==> src/rtl/insn_aligner.sv <==
// insn_aligner: parcel queue between fetch and decode.
// Buffers 16-bit parcels tagged with pc/fault/irq and aligns them into up to
// ISSUE_WIDTH RV32/RV32C instructions per cycle.
// Ports:
//   clk, rst            clock, synchronous active-low reset
//   fetch_*             fetch beat in (valid/ready, pc, parcels, mask, tags)
//   out_*               per-slot aligned insn, pc and trap tags; out_ready pops
//   flush               drop all buffered parcels
//   count               parcels currently buffered
module insn_aligner #(
  parameter int PARCELS_PER_FETCH = 2,
  parameter int DEPTH             = 8,
  parameter int ISSUE_WIDTH       = 2,
  parameter int VADDR_WIDTH       = 32
) (
  input  logic                               clk,
  input  logic                               rst,
  input  logic                               fetch_valid,
  output logic                               fetch_ready,
  input  logic [VADDR_WIDTH-1:0]             fetch_pc,
  input  logic [16*PARCELS_PER_FETCH-1:0]    fetch_parcels,
  input  logic [PARCELS_PER_FETCH-1:0]       fetch_mask,
  input  logic                               fetch_fault,
  input  logic                               fetch_irq_valid,
  input  logic [3:0]                         fetch_irq_code,
  output logic [ISSUE_WIDTH-1:0]             out_valid,
  output logic [ISSUE_WIDTH*VADDR_WIDTH-1:0] out_pc,
  output logic [ISSUE_WIDTH*32-1:0]          out_insn,
  output logic [ISSUE_WIDTH-1:0]             out_compressed,
  output logic [ISSUE_WIDTH-1:0]             out_fault,
  output logic [ISSUE_WIDTH-1:0]             out_irq_valid,
  output logic [ISSUE_WIDTH*4-1:0]           out_irq_code,
  input  logic                               out_ready,
  input  logic                               flush,
  output logic [$clog2(DEPTH+1)-1:0]         count
);
  localparam int P  = PARCELS_PER_FETCH;
  localparam int W  = ISSUE_WIDTH;
  localparam int PW = $clog2(DEPTH);
  localparam int CW = $clog2(DEPTH+1);

  logic [15:0]            parcel_q [DEPTH];
  logic [VADDR_WIDTH-1:0] pc_q     [DEPTH];
  logic                   fault_q  [DEPTH];
  logic                   irq_q    [DEPTH];
  logic [3:0]             code_q   [DEPTH];

  logic [PW-1:0] rd_ptr, wr_ptr;
  logic [CW-1:0] count_q;

  logic          do_push;
  logic [CW-1:0] push_cnt;
  logic [PW-1:0] push_idx   [P];
  logic          push_en    [P];
  logic          push_first [P];
  logic [CW:0]   pos;
  logic [CW-1:0] popped;

  assign count       = count_q;
  assign fetch_ready = rst && ((CW+1)'(DEPTH) - {1'b0, count_q} >= (CW+1)'(P));
  assign do_push     = fetch_valid && fetch_ready && !flush;

  // Masked parcels are packed densely from wr_ptr; the irq tag goes only to
  // the first parcel actually written.
  always_comb begin
    push_cnt = '0;
    for (int unsigned i = 0; i < P; i++) begin
      push_en[i]    = do_push && fetch_mask[i];
      push_idx[i]   = wr_ptr + push_cnt[PW-1:0];
      push_first[i] = push_en[i] && (push_cnt == '0);
      if (push_en[i]) push_cnt = push_cnt + 1'b1;
    end
  end

  always_ff @(posedge clk) begin
    for (int unsigned i = 0; i < P; i++) begin
      if (push_en[i]) begin
        parcel_q[push_idx[i]] <= fetch_parcels[16*i +: 16];
        pc_q[push_idx[i]]     <= fetch_pc + VADDR_WIDTH'(2*i);
        fault_q[push_idx[i]]  <= fetch_fault;
        irq_q[push_idx[i]]    <= push_first[i] && fetch_irq_valid;
        code_q[push_idx[i]]   <= (push_first[i] && fetch_irq_valid) ? fetch_irq_code : 4'h0;
      end
    end
  end

  // Slot alignment: pos walks parcels from rd_ptr. A 32-bit insn whose low
  // parcel is trapped may issue alone (hi=0); any trapped slot, or a slot
  // lacking parcels, stops the group so valid bits stay contiguous.
  always_comb begin
    logic          stop, have1, have2, is_c, lo_trap, use_hi;
    logic [PW-1:0] i0, i1;
    logic [15:0]   lo, hi;
    out_valid      = '0;
    out_pc         = '0;
    out_insn       = '0;
    out_compressed = '0;
    out_fault      = '0;
    out_irq_valid  = '0;
    out_irq_code   = '0;
    pos            = '0;
    stop           = !rst;
    for (int unsigned k = 0; k < W; k++) begin
      i0      = rd_ptr + pos[PW-1:0];
      i1      = i0 + 1'b1;
      have1   = {1'b0, count_q} > pos;
      have2   = {1'b0, count_q} >= pos + 2'd2;
      lo      = parcel_q[i0];
      hi      = parcel_q[i1];
      is_c    = lo[1:0] != 2'b11;
      lo_trap = have1 && (fault_q[i0] || irq_q[i0]);
      use_hi  = !is_c && have2;
      if (!stop && have1 && (is_c || have2 || lo_trap)) begin
        out_valid[k]                          = 1'b1;
        out_pc[k*VADDR_WIDTH +: VADDR_WIDTH]  = pc_q[i0];
        out_insn[k*32 +: 32]                  = is_c ? {16'h0, lo} : {(use_hi ? hi : 16'h0), lo};
        out_compressed[k]                     = is_c;
        out_fault[k]                          = fault_q[i0] || (use_hi && fault_q[i1]);
        out_irq_valid[k]                      = irq_q[i0] || (use_hi && irq_q[i1]);
        out_irq_code[k*4 +: 4]                = irq_q[i0] ? code_q[i0] :
                                                (use_hi && irq_q[i1]) ? code_q[i1] : 4'h0;
        pos  = pos + (use_hi ? 2'd2 : 2'd1);
        stop = out_fault[k] || out_irq_valid[k];
      end else begin
        stop = 1'b1;
      end
    end
  end

  assign popped = (out_ready && out_valid[0]) ? pos[CW-1:0] : '0;

  always_ff @(posedge clk) begin
    if (!rst || flush) begin
      rd_ptr  <= '0;
      wr_ptr  <= '0;
      count_q <= '0;
    end else begin
      wr_ptr  <= wr_ptr + push_cnt[PW-1:0];
      rd_ptr  <= rd_ptr + popped[PW-1:0];
      count_q <= count_q + push_cnt - popped;
    end
  end
endmodule

==> config.mk <==
export PLATFORM = sky130hd
export DESIGN_NAME = insn_aligner
export DESIGN_NICKNAME = d
export VERILOG_FILES = /design/src/rtl/insn_aligner.sv
export SDC_FILE = /design/constraint.sdc
export NUM_CORES = 1
export LEC_CHECK = 0
export CORE_MARGIN = 2
export CORE_UTILIZATION = 43
export DETAILED_ROUTE_END_ITERATION = 7
export PLACE_DENSITY = 0.73
export SLEW_MARGIN = 30
export SYNTH_ARGS = -nofsm -noshare
export SYNTH_HDL_FRONTEND = slang
export SYNTH_SLANG_ARGS = --single-unit
==> constraint.sdc <==
create_clock -name clk -period 9.4 [get_ports clk]
set_clock_uncertainty 0.15 [all_clocks]
set_input_delay 2.35 -clock clk [delete_from_list [all_inputs] [get_ports clk]]
set_output_delay 2.35 -clock clk [all_outputs]
set_load 0.05 [all_outputs]
==> results of run 1 <==
[sequential cells by signal (all words and copies together) (netlist names)]
| name | flops |
|---|---|
| wr_ptr | 3 |
| parcel_q | 128 |
| code_q | 32 |
| fault_q | 8 |
| pc_q | 256 |
| irq_q | 8 |
| count | 4 |
| rd_ptr | 3 |
[cell usage after synthesis (all sizes together), types with 15 or more instances]
library cell  number  area share
nor2             269       0.034
a311o             15      0.0051
and2              41      0.0087
buf               85       0.012
ha                21      0.0089
nand3             68       0.012
inv               30      0.0038
nand2            763       0.097
o21ai             37      0.0064
clkbuf           168       0.022
mux2i             67       0.023
and3              25      0.0053
edfxtp           432        0.44
a21oi             85       0.014
xnor2             51       0.015
mux4             268        0.21
xor2             183       0.055
[layout make-up]
| class | count | area share |
|---|---|---|
| multi-input combinational | 1984 | 0.448 |
| sequential | 442 | 0.385 |
| clock buffer | 56 | 0.0359 |
| clock inverter | 33 | 0.0112 |
| inverter | 30 | 0.00343 |
| antenna | 4 | 0.000292 |
| tap | 873 | 0.0319 |
| timing repair buffer | 288 | 0.0846 |
[per-layer routing]
| layer | vias to the layer above | wire length [µm] | global-route usage |
|---|---|---|---|
| li1 | 9802 | - | - |
| met1 | 11300 | 34400 | 0.347 |
| met2 | 1502 | 46700 | 0.441 |
| met3 | 287 | 11400 | 0.0626 |
| met4 | 10 | 3920 | 0.116 |
| met5 | - | 64 | 0 |
[power groups by stage]
stage	clock, µW	combinational [µW]	sequential [µW]
6_report	1970	458	2190
4_1_cts	1980	454	2190
5_1_grt	2060	492	2190
2_1_floorplan	0	317	2230
3_3_place_gp	0	446	2230
3_5_place_dp	0	452	2230
[through the flow]
step,instances,cell area [µm²],hold slack [ps],setup WS [ps],utilization
floorplan,2709,29400,431,262,-
global placement,3616,32600,550,498,0.484
detailed placement,3616,32600,551,417,0.484
CTS,3705,34200,558,410,0.508
global route,3710,34300,635,190,0.508
finish,3710,34300,562,441,0.508
[worst paths after layout]
check	start	endpoint	slack, ps
worst max-delay path	rst	out_irq_code[4]	440
worst min-delay path	wr_ptr[2]	wr_ptr[2]	560
worst max register to register	rd_ptr[2]	count[3]	2110
worst min register to register	wr_ptr[2]	wr_ptr[2]	560
[cells by family (layout without fill, tap and decap cells)]
| kind of cell | after synthesis | in the layout |
|---|---|---|
| AOI/OAI and AO/OA | 177 | 177 |
| muxes | 335 | 335 |
| xor gates and xnor gates | 234 | 234 |
| and+or+nand+nor | 1212 | 1212 |
| buffers and inverters | 283 | 407 |
| DFF | 442 | 442 |
| adders and majority gates | 26 | 26 |
| other | 0 | 4 |
[critical path, stage by stage]
cell             delay, ps
clkdlybuf4s50_1        560
a21boi_1               420
nand3_1                190
xnor2_1                200
ha_4                   470
ha_1                   300
xnor2_2                160
buf_12                 290
mux4_2                 240
nand2_1                 50
a221oi_1               270
o211ai_1               240
a211oi_1               480
buf_12                 200
==> qor.yml, run 1 <==
synthesis:
  yosysSeqAreaShare: 0.448
  netlist_area_um2: 29400
  synth_xor_xnor_area_share: 0.0700
  ys_async_sr_fraction: 0
  ys_ff_latch: 442
  avgSynthCellArea_um2: 10.9
  synth_edf_count: 432
  synth_top_family_by_area: "multiplexers"
  synthFlopType: "edfxtp_1"
  synth_simple_gate_area_share: 0.167
  synthAdderAreaFrac: 0.0123
  synth-compound-area-share: 0.0367
  netlist_instances: 2709
  synth_mux_area_frac: 0.228
  yosys_warnings: 0
  synth_nets: 2812
  ys_types: 50
grt:
  track_usage: 0.270
  antenna_found_initial: 9
  grt_pass1_wl_um: 142000
  grt_max_degree: 76
  first_global_vias: 22500
  grt_overflow: 0
sta:
  finalSetupViolCount: 0
  rsz0062_at_grt: "no"
  setup_tns_ps: 0
  max_slew_margin: 0.336
  worst_slew_pin_slew_ps: 996
  maxClockFrequency_mhz: 112
  hold_viol: 0
  post-route-period-util: 0.953
  maxSlewViolCount: 0
  finalCriticalPeriod_ps: 8960
setup_path:
  crit_arrival_ps: 6460
  critical_path_class: "in2out"
  cp-start-kind: "input pin"
  endpoint_kind: "output port"
  r2r_cells: 25
  cp_max_fo: 58
  critPathRequiredTime_ps: 6900
die:
  core_um2: 67400
  dieArea_um2: 70500
  start_util: 0.436
  dieWidth_um: 266
  rows: 95
  io_pins: 226
  die_h_um: 266
hold_path:
  hold_class: "reg2reg"
  min_path_cells: 2
pwr:
  p_seq_frac: 0.474
  total_power_uw: 4610
  pwr-share-clk: 0.427
  p_leak_uw: 0.0120
  pwr-share-comb: 0.099
  p_per_area_nw_per_um2: 135
  switchingPower_uw: 1110
  vdd_ir_drop_max_uv: 157
  p_int_uw: 3510
  p_sw_frac: 0.240
clock_network:
  cts_buffers: 48
  clk_latency_ps: 610
  hold_buffers: 0
  clk_pin_slew_ps: 60
  ctsResizeCount: 0
  cts_root_buf: "clkbuf_16"
  clock_sinks: 442
  cts_tree: "built"
  htreeDepth: 2
  post_cts_buffers: 0
  cts_buffer_depth: 3
final_layout:
  multi_input_area_um2: 15300
  layout-drive-gt1-share: 0.184
  area_delta_synth_final_pct: 16.5
  seqCellArea_um2: 13200
  final_common_cell: "nand2_1"
  layout_common_cells: "nand2_1, edfxtp_1, nor2_1"
  n_fill_cell: 5768
  nets: 2897
drt:
  firstDrtPassIters: 6
  route.vias.total: 22900
  ant_nets: 0
  drc_errors: 0
  vias_per_cell: 6.18
  drt_wl_total_um: 96500
  wl_per_cell_um: 26.0
  drt-initial-drc-count: 3180
placed_design:
  dp_hpwl_um: 58600
  portBuffers: 225
  place.gp.congestion: 0.887
status:
  outcome: "finished clean"
job:
  cap_violations: 0
No activity file was read; power rests on OpenSTA's default activity.
==> run 2, diff against run 1 <==
--- a/config.mk
+++ b/config.mk
@@ -8,7 +8,8 @@
 export CORE_MARGIN = 2
 export CORE_UTILIZATION = 43
 export DETAILED_ROUTE_END_ITERATION = 7
-export PLACE_DENSITY = 0.73
+export DONT_BUFFER_PORTS = 1
+export PLACE_DENSITY = 0.69
 export SLEW_MARGIN = 30
 export SYNTH_ARGS = -nofsm -noshare
 export SYNTH_HDL_FRONTEND = slang
==> run 2 against run 1 <==
Critical path depth shrank 2. Critical endpoint is now out_irq_code[7]. First-iteration DRC count decreased by 21%. Critical path type unchanged. Final area decreased by 4.9%. Setup slack better by 320 ps. Flip-flop and latch count unchanged. Total power is 1.9% lower. Non-clock buffer count decreased by 152. Count of clock-buffer cells in the layout grew 4.
==> qor.yml, run 2 (synthesized netlist as in run 1, its figures left out) <==
final_layout:
  postLayoutCoreUtil: 0.483  # -0.0250
  nets: 2748  # -5.1%
  final_common_cell: "nand2_1"
  antenna-diode-count: 0  # -4
  layout-drive-gt1-share: 0.208  # +0.0233
  n_fill_cell: 5789  # +0.36%
  largest_reg_flops: 256  # unchanged
  area_delta_synth_final_pct: 10.8
  layout_common_cells: "nand2_1, edfxtp_1, mux4_2"
drt:
  vias_per_cell: 6.33  # +2.5%
  route.vias.total: 22500  # -1.8%
  wl_per_cell_um: 27.8  # +6.9%
  firstDrtPassIters: 6  # unchanged
  ant_nets: 0  # unchanged
  drt_wl_total_um: 98900  # +2.5%
  drt-initial-drc-count: 2513  # -21%
  drc_errors: 0  # unchanged
sta:
  worst_slew_pin_slew_ps: 1030  # +37.3 ps
  finalSetupViolCount: 0  # unchanged
  rsz0062_at_grt: "no"
  post-route-period-util: 0.919  # -0.0342
  hold_viol: 0  # unchanged
  maxClockFrequency_mhz: 116  # +3.7%
  setup_tns_ps: 0  # unchanged
  maxSlewViolCount: 0  # unchanged
  finalCriticalPeriod_ps: 8640  # -322 ps
  max_slew_margin: 0.311  # -0.0249
clock_network:
  clk_latency_ps: 600  # about the same
  post_cts_buffers: 0  # unchanged
  cts_root_buf: "clkbuf_16"
  ctsResizeCount: 0  # unchanged
  cts_tree: "built"
  hold_buffers: 0  # unchanged
  clk_pin_slew_ps: 50  # about the same
  htreeDepth: 2  # unchanged
  cts_buffers: 51  # +6.3%
  cts_buffer_depth: 3  # unchanged
  clock_sinks: 442  # unchanged
grt:
  gr-usage-met3: 0.0603  # -0.00231
  grt_pass1_wl_um: 145000  # +1.8%
  first_global_vias: 22400  # -0.058%
  grt_overflow: 0  # unchanged
  antenna_found_initial: 0  # -9
  grt_max_degree: 76  # unchanged
  top_usage_layer: "met2"
  track_usage: 0.276  # +0.00589
  use_met2: 0.460  # +0.0192
  grtUsageMet1: 0.347  # about the same
status:
  outcome: "finished clean"
hold_path:
  holdCritStartpoint: "wr_ptr[2]"
  min_to: "wr_ptr[2]"
  min_path_cells: 2  # unchanged
  hold_class: "reg2reg"
setup_path:
  cp_max_fo: 29  # -50%
  regToRegEndpoint: "count[3]"
  rrSetupSlack_ps: 2440  # +330 ps
  cp-start-kind: "input pin"
  r2r_cells: 26  # +4.0%
  crit_arrival_ps: 6140  # -320 ps
  reg2reg_from: "count[0]"
  critPathRequiredTime_ps: 6900  # about the same
  endpoint_kind: "output port"
  critical_path_class: "in2out"
die:
  start_util: 0.436  # unchanged
  rows: 95  # unchanged
  io_pins: 226  # unchanged
  core_um2: 67400  # unchanged
  dieArea_um2: 70500  # unchanged
  die_h_um: 266  # unchanged
  dieWidth_um: 266  # unchanged
job:
  cap_violations: 0  # unchanged
pwr:
  vdd_ir_drop_max_uv: 131  # -17%
  p_leak_uw: 0.0114  # -5.1%
  p_per_area_nw_per_um2: 139  # +3.2%
placed_design:
  portBuffers: 0  # -100%
  dp_hpwl_um: 60700  # +3.6%
  place.gp.congestion: 0.925  # +4.4%
-- run 2: cell count changes in the layout (fill, tap and decap cells not counted), sizes merged --
cell,change
diode,-4
clkdlybuf4s50,-153
bufinv,-3
clkinvlp,+5
inv,+1
clkbuf,+5
clkinv,-5
-- run 2: area by class of cell --
cell class / instances / area, µm² / share of cell area
Multi-Input combinational cell: 1984 / 15500 / 0.475
Sequential cell: 442 / 13200 / 0.405
Clock buffer: 60 / 1320 / 0.0405
Tap cell: 873 / 1090 / 0.0335
Timing Repair Buffer: 136 / 1080 / 0.0333
Clock inverter: 31 / 313 / 0.00960
Inverter: 30 / 118 / 0.00361
-- run 2: through the flow --
step	cells	hold slack, ps	worst slack [ps]	total power [µW]	cell area, µm²
6_report	3556	582	762	4530	32600
5_1_grt	3556	607	655	4640	32600
4_1_cts	3555	576	815	4540	32500
3_5_place_dp	3464	559	834	2590	30900
3_3_place_gp	3464	536	870	2580	30800
2_1_floorplan	2709	431	262	2540	29400
-- run 2: where the power goes --
part / switching (µW) / internal, µW / leakage, µW
sequential: 12.9 / 2170 / 0.00399
combinational: 215 / 152 / 0.00662
clock: 852 / 1120 / 0.000788
-- run 2: critical path, cell delays in order --
cell and delay (ps):
a21boi_1 380, nand3_1 200, xnor2_1 300, ha_4 390
ha_1 340, xnor2_2 500, mux4_2 310, nand2_1 50
a221oi_1 280, o211ai_1 350, a211oi_2 390, buf_4 270
-- run 2: metal layers --
| metal | vias to the layer above | routed length, µm |
|---|---|---|
| met5 | - | 0 |
| met4 | 0 | 4440 |
| met3 | 313 | 12300 |
| met2 | 1660 | 47500 |
| met1 | 11000 | 34700 |
| li1 | 9502 | - |
-- run 2: worst max-delay path by stage --
stage | startpoint | to | slack (ps) | depth (start not counted)
5_1_grt | rst | out_irq_code[7] | 660 | 12
4_1_cts | rst | out_irq_code[7] | 820 | 12
3_5_place_dp | rst | out_irq_code[7] | 830 | 12
3_3_place_gp | rst | out_irq_code[7] | 870 | 12
6_report | rst | out_irq_code[7] | 760 | 12
2_1_floorplan | rst | code_q[0][0] | 260 | 5
